[config.mk]
export PLATFORM = sky130hd
export DESIGN_NAME = switch_allocator
export DESIGN_NICKNAME = d
export VERILOG_FILES = /design/src/rtl/noc_params.sv /design/src/rtl/round_robin_arbiter.sv /design/src/rtl/switch_allocator.sv
export SDC_FILE = /design/constraint.sdc
export NUM_CORES = 1
export LEC_CHECK = 0
export BUFFER_PORTS_ARGS = -buffer_cell sky130_fd_sc_hd__buf_2
export CORE_MARGIN = 5
export CORE_UTILIZATION = 53
export CTS_CLUSTER_DIAMETER = 100
export CTS_CLUSTER_SIZE = 40
export DETAILED_ROUTE_END_ITERATION = 6
export PLACE_DENSITY = 0.78
export RECOVER_POWER = 25
export SLEW_MARGIN = 30
export SYNTH_ARGS = -nofsm -noshare
export SYNTH_HDL_FRONTEND = slang
export SYNTH_HIERARCHICAL = 1
export SYNTH_SLANG_ARGS = --single-unit
[constraint.sdc]
create_clock -name clk -period 2.95 [get_ports clk]
set_clock_uncertainty 0.05 [all_clocks]
set_input_delay 0.295 -clock clk [delete_from_list [all_inputs] [get_ports clk]]
set_output_delay 0.295 -clock clk [all_outputs]
set_load 0.01 [all_outputs]
[src/rtl/noc_params.sv]
// Shared router constants and types used by the allocator and its arbiters.
package noc_params;
    localparam int INPUT_NUM  = 4;
    localparam int OUTPUT_NUM = 4;
    localparam int VC_NUM     = 2;
    localparam int SEL_SIZE   = (INPUT_NUM > 1) ? $clog2(INPUT_NUM) : 1;
    localparam int OUT_SIZE   = (OUTPUT_NUM > 1) ? $clog2(OUTPUT_NUM) : 1;
    localparam int VC_SIZE    = (VC_NUM > 1) ? $clog2(VC_NUM) : 1;

    typedef logic [OUT_SIZE-1:0] port_t;
endpackage

[src/rtl/round_robin_arbiter.sv]
// Round-robin arbiter: priority starts at ptr and rotates; ptr moves past the
// winner only on cycles where update is asserted and a grant was issued.
module round_robin_arbiter #(
    parameter int N = 2
) (
    input  logic         clk,
    input  logic         rst,
    input  logic [N-1:0] request,
    input  logic         update,
    output logic [N-1:0] grant
);
    localparam int W = (N > 1) ? $clog2(N) : 1;

    logic [W-1:0] ptr;
    logic [W-1:0] ptr_next;
    logic [W-1:0] idx;
    logic         found;

    always_comb begin
        grant    = '0;
        found    = 1'b0;
        ptr_next = ptr;
        idx      = '0;
        for (int k = 0; k < N; k++) begin
            idx = W'((int'(ptr) + k) % N);
            if (!found && request[idx]) begin
                found      = 1'b1;
                grant[idx] = 1'b1;
                ptr_next   = W'((int'(idx) + 1) % N);
            end
        end
    end

    always_ff @(posedge clk or posedge rst) begin
        if (rst) begin
            ptr <= '0;
        end else if (update && found) begin
            ptr <= ptr_next;
        end
    end
endmodule

[src/rtl/switch_allocator.sv]
// Separable input-first switch allocator: per-input VC arbitration, then
// per-output input arbitration; crossbar controls and pops are registered.
module switch_allocator
    import noc_params::*;
#(
    parameter int INPUT_NUM  = noc_params::INPUT_NUM,
    parameter int OUTPUT_NUM = noc_params::OUTPUT_NUM,
    parameter int VC_NUM     = noc_params::VC_NUM,
    parameter int SEL_SIZE   = (INPUT_NUM > 1) ? $clog2(INPUT_NUM) : 1,
    parameter int OUT_SIZE   = (OUTPUT_NUM > 1) ? $clog2(OUTPUT_NUM) : 1,
    parameter int VC_SIZE    = (VC_NUM > 1) ? $clog2(VC_NUM) : 1
) (
    input  logic                                           clk,
    input  logic                                           rst,
    input  logic [INPUT_NUM-1:0][VC_NUM-1:0]               request_i,
    input  logic [INPUT_NUM-1:0][VC_NUM-1:0][OUT_SIZE-1:0] out_port_i,
    input  logic [INPUT_NUM-1:0][VC_NUM-1:0][VC_SIZE-1:0]  downstream_vc_i,
    input  logic [OUTPUT_NUM-1:0][VC_NUM-1:0]              credit_avail_i,
    output logic [INPUT_NUM-1:0][VC_NUM-1:0]               grant_o,
    output logic [OUTPUT_NUM-1:0][SEL_SIZE-1:0]            sel_o,
    output logic [OUTPUT_NUM-1:0]                          valid_o
);
    logic [INPUT_NUM-1:0][VC_NUM-1:0]      eligible;
    logic [INPUT_NUM-1:0][VC_NUM-1:0]      s1_grant;
    logic [INPUT_NUM-1:0]                  s1_valid;
    logic [INPUT_NUM-1:0][OUT_SIZE-1:0]    s1_port;
    logic [OUTPUT_NUM-1:0][INPUT_NUM-1:0]  s2_req;
    logic [OUTPUT_NUM-1:0][INPUT_NUM-1:0]  s2_grant;
    logic [INPUT_NUM-1:0]                  input_won;
    logic [INPUT_NUM-1:0][VC_NUM-1:0]      grant_next;
    logic [OUTPUT_NUM-1:0][SEL_SIZE-1:0]   sel_next;
    logic [OUTPUT_NUM-1:0]                 valid_next;

    // An out-of-range port behaves as no request; its credit is never looked up.
    always_comb begin
        eligible = '0;
        for (int i = 0; i < INPUT_NUM; i++) begin
            for (int v = 0; v < VC_NUM; v++) begin
                if (request_i[i][v] && (int'(out_port_i[i][v]) < OUTPUT_NUM)) begin
                    eligible[i][v] = credit_avail_i[out_port_i[i][v]][downstream_vc_i[i][v]];
                end
            end
        end
    end

    for (genvar gi = 0; gi < INPUT_NUM; gi++) begin : g_stage1
        round_robin_arbiter #(.N(VC_NUM)) u_vc_arb (
            .clk     (clk),
            .rst     (rst),
            .request (eligible[gi]),
            .update  (input_won[gi]),
            .grant   (s1_grant[gi])
        );
    end

    always_comb begin
        s1_valid = '0;
        s1_port  = '0;
        s2_req   = '0;
        for (int i = 0; i < INPUT_NUM; i++) begin
            s1_valid[i] = |s1_grant[i];
            for (int v = 0; v < VC_NUM; v++) begin
                if (s1_grant[i][v]) begin
                    s1_port[i] = out_port_i[i][v];
                end
            end
            for (int o = 0; o < OUTPUT_NUM; o++) begin
                s2_req[o][i] = s1_valid[i] && (int'(s1_port[i]) == o);
            end
        end
    end

    for (genvar go = 0; go < OUTPUT_NUM; go++) begin : g_stage2
        round_robin_arbiter #(.N(INPUT_NUM)) u_in_arb (
            .clk     (clk),
            .rst     (rst),
            .request (s2_req[go]),
            .update  (1'b1),
            .grant   (s2_grant[go])
        );
    end

    // Stage-1 winners that lose stage 2 get no pop and keep their VC pointer.
    always_comb begin
        input_won  = '0;
        grant_next = '0;
        sel_next   = '0;
        valid_next = '0;
        for (int o = 0; o < OUTPUT_NUM; o++) begin
            valid_next[o] = |s2_grant[o];
            for (int i = 0; i < INPUT_NUM; i++) begin
                if (s2_grant[o][i]) begin
                    sel_next[o]  = SEL_SIZE'(i);
                    input_won[i] = 1'b1;
                end
            end
        end
        for (int i = 0; i < INPUT_NUM; i++) begin
            grant_next[i] = input_won[i] ? s1_grant[i] : '0;
        end
    end

    always_ff @(posedge clk or posedge rst) begin
        if (rst) begin
            grant_o <= '0;
            sel_o   <= '0;
            valid_o <= '0;
        end else begin
            grant_o <= grant_next;
            sel_o   <= sel_next;
            valid_o <= valid_next;
        end
    end
endmodule

==> results.yml <==
yosys:
  synth-simple-area-share: 0.178
  synth_edf_count: 0
  synth.area.top_cells: "dfrtp_1, mux4_2, ha_1"
  seq_area_frac_synth: 0.207
  yosys_warnings: 6
  synth.avg_cell_area_sq_um: 9.46
  synth_adder_area_share: 0.0744
  postSynthCellCount: 409
  synth_top_family_by_area: "compound AO/OA/AOI/OAI gates"
  ys_types: 46
  syn_area_sq_um: 3870
  synth_top_area_share: 0.207
  synthMuxAreaShare: 0.229
  yosysTopAreaCell: "dfrtp_1"
  async_reset_ff_frac: 1.00
  synth_compound_area_frac: 0.235
  yosys.area_share.xor_xnor: 0.00905
  ys.flop_type: "dfrtp_1"
  ys_ff_latch: 32
drt:
  vias: 5860
  antenna_left: 0
  totalWireLength_um: 24700
  post-route-drc-count: 86
  post_drt_wl_per_cell_um: 32.4
  routed_via_density: 7.67
  drt_iter0_drc: 1041
  drtPass1Iterations: 7
global_routing:
  grt_max_degree: 21
  grt_util_all_layers: 0.402
  grt_antenna_before_repair: 3
  grt_remaining_overflow: 0
  grt_pass1_wl_um: 27600
  grt_pass1_vias: 5124
hold_path:
  hp-class: "input port to register"
power_and_ir_drop:
  p_per_area_nw_per_um2: 928
  p_leak_nw: 3.11
  vdd_drop_max_mv: 0.594
setup_path:
  cp.arrival_ns: 4.38
  worstPathMaxFanout: 6
  setup.worst_path.class: "input port to register"
  end_kind: "register"
  rrSetupSlack_ns: -0.77
  critPathRequiredTime_ns: 3.09
  critPathLaunchType: "input port"
floorplanning:
  num_rows: 31
  dieArea_sq_um: 9110
  core_sq_um: 7180
  pin_count: 62
  die_h_um: 95.5
  die_w_um: 95.5
  start_util: 0.539
clock_network:
  clockRootBuffer: "clkbuf_8"
  path_clk_slew_ns: 0.09
  htree_levels: 2
  cts_tree: "done"
  cts-buffers-inserted: 5
  clock_path_buffers: 2
  clk_latency_ns: 0.31
  cts.sinks: 32
timing:
  min_period_over_period: 1.44
  timing.final.ws_setup_ns: -1.29
  final-max-slew-violation-count: 0
  finalSetupTns_ns: -27.36
  report.final.hold_viol_count: 0
  whs_ns: 0.505
  max_slew_margin: 0.361
  timing.fmax_mhz: 236
  rsz0062_at_grt: "yes"
  setup_viol: 32
  period_needed_ns: 4.24
  worstMarginPinSlew_ns: 0.949
place:
  gp_congestion: 0.888
  io_buffers: 61
  pre_cts_ws_ns: -1.05
  dpl-instance-area_sq_um: 5330
  hpwlAfterDp_um: 9410
job:
  maxCapViolations: 0
cells_and_area:
  mostFrequentLayoutCells: "buf_4, buf_6, buf_2, nand2_1, inv_1"
  drive_gt1_frac: 0.595
  final_util: 0.931
  stdcell_area_sq_um: 6680
  syn_to_final_growth_pct: 72.6
  fin_nets: 726
  final_common_cell: "buf_4"
run_status:
  status: "finished with violations"
  violations: "DRC, setup timing"
synthesized netlist by cell type, types with 2 or more instances:
| cell | instances |
|---|---|
| a22oi_1 | 16 |
| nor4b_4 | 4 |
| mux4_2 | 19 |
| nor2b_1 | 10 |
| or3_1 | 4 |
| buf_6 | 8 |
| mux2_2 | 14 |
| nand2_1 | 41 |
| a21oi_1 | 4 |
| or2b_1 | 4 |
| o31ai_1 | 7 |
| clkbuf_1 | 7 |
| nand3_1 | 7 |
| o41ai_2 | 4 |
| inv_1 | 38 |
| dfrtp_1 | 32 |
| a311oi_1 | 3 |
| a21boi_0 | 4 |
| o21bai_1 | 4 |
| a32o_1 | 3 |
| a21o_1 | 4 |
| o211ai_1 | 20 |
| a21boi_1 | 4 |
| or2_2 | 4 |
| o41ai_1 | 2 |
| o41a_1 | 4 |
| nand2b_1 | 2 |
| o221ai_1 | 4 |
| ha_1 | 23 |
| nor2_1 | 22 |
| a211oi_1 | 6 |
| o21a_1 | 4 |
| xnor2_1 | 4 |
| mux4_1 | 5 |
| nor2b_2 | 4 |
| mux2i_1 | 17 |
| o21ai_0 | 15 |
| nor4_1 | 12 |
| a31oi_1 | 8 |
| nand3b_1 | 6 |
routing by layer:
| metal | vias to the layer above | GRT usage | wire length (um) |
|---|---|---|---|
| met1 | 2612 | 0.457 | 7520 |
| met5 | - | 0 | 34 |
| met3 | 367 | 0.0994 | 4240 |
| met4 | 2 | 0.306 | 3160 |
| li1 | 2075 | - | - |
| met2 | 804 | 0.646 | 9790 |
power by group:
| part | switching [mW] | internal, mW |
|---|---|---|
| registers | 0.112 | 0.633 |
| logic | 2.77 | 2.18 |
| clock network | 0.204 | 0.299 |
worst paths after layout:
check                                            to                      from  depth (start not counted)
hold reg to reg            g_stage1[0].u_vc_arb/ptr  g_stage1[0].u_vc_arb/ptr                          2
max in group asynchronous                grant_o[4]                       rst                          3
setup / recovery           g_stage1[2].u_vc_arb/ptr         credit_avail_i[5]                         20
min in group asynchronous  g_stage1[1].u_vc_arb/ptr                       rst                          3
hold / removal             g_stage1[2].u_vc_arb/ptr              request_i[5]                          4
setup reg to reg           g_stage1[0].u_vc_arb/ptr  g_stage1[0].u_vc_arb/ptr                         16
logic make-up (layout without fill, tap and decap cells):
family | Yosys count | after routing
fa+ha+maj | 23 | 23
compound gates | 119 | 119
xor+xnor | 4 | 4
simple gates | 122 | 122
other cells | 1 | 11
flops | 32 | 32
mux | 55 | 55
buf+inv | 53 | 299
flip-flops by register name, summed over array words and instances (netlist names):
name,cells
g_stage2.u_in_arb/ptr,8
grant_o,8
sel_o,8
g_stage1.u_vc_arb/ptr,4
valid_o,4
metrics by stage:
stage | power (mW) | instances
after floorplan | 2.78 | 416
after global placement | 3.79 | 687
after detailed placement | 3.91 | 687
after CTS | 4.88 | 730
after global routing | 6.26 | 762
final | 6.20 | 764
what timing repair did:
action,in CTS,in global routing
hold buffers,1,0
gates cloned,0,0
pin swaps,56,49
buffers inserted,36,40
endpoints found under the hold margin,12,0
resized for setup,106,77
endpoints found under the setup margin,30,32
critical path: stages:
cell and delay, ns:
buf_8 0.10, buf_4 0.13, mux2_2 0.26, o21ai_0 0.37, a211oi_2 0.14, buf_4 0.19
a21boi_4 0.24, nand3b_1 0.17, o21ai_1 0.32, buf_4 0.24, mux4_2 0.37, buf_6 0.14
nor4b_4 0.05, buf_4 0.15, nand2_2 0.05, o211ai_1 0.16, nor4_2 0.56, inv_1 0.18
a21oi_2 0.17, a31oi_2 0.06
layout make-up:
type | count | area, sq um
Timing Repair Buffer | 253 | 2030
Fill cell | 202 | 497
Multi-Input combinational cell | 331 | 3440
Clock inverter | 1 | 30.0
Clock buffer | 7 | 96.3
Inverter | 38 | 143
Tap cell | 99 | 124
Antenna cell | 3 | 7.51
Sequential cell | 32 | 801
Power figures use the tool's default switching activity.
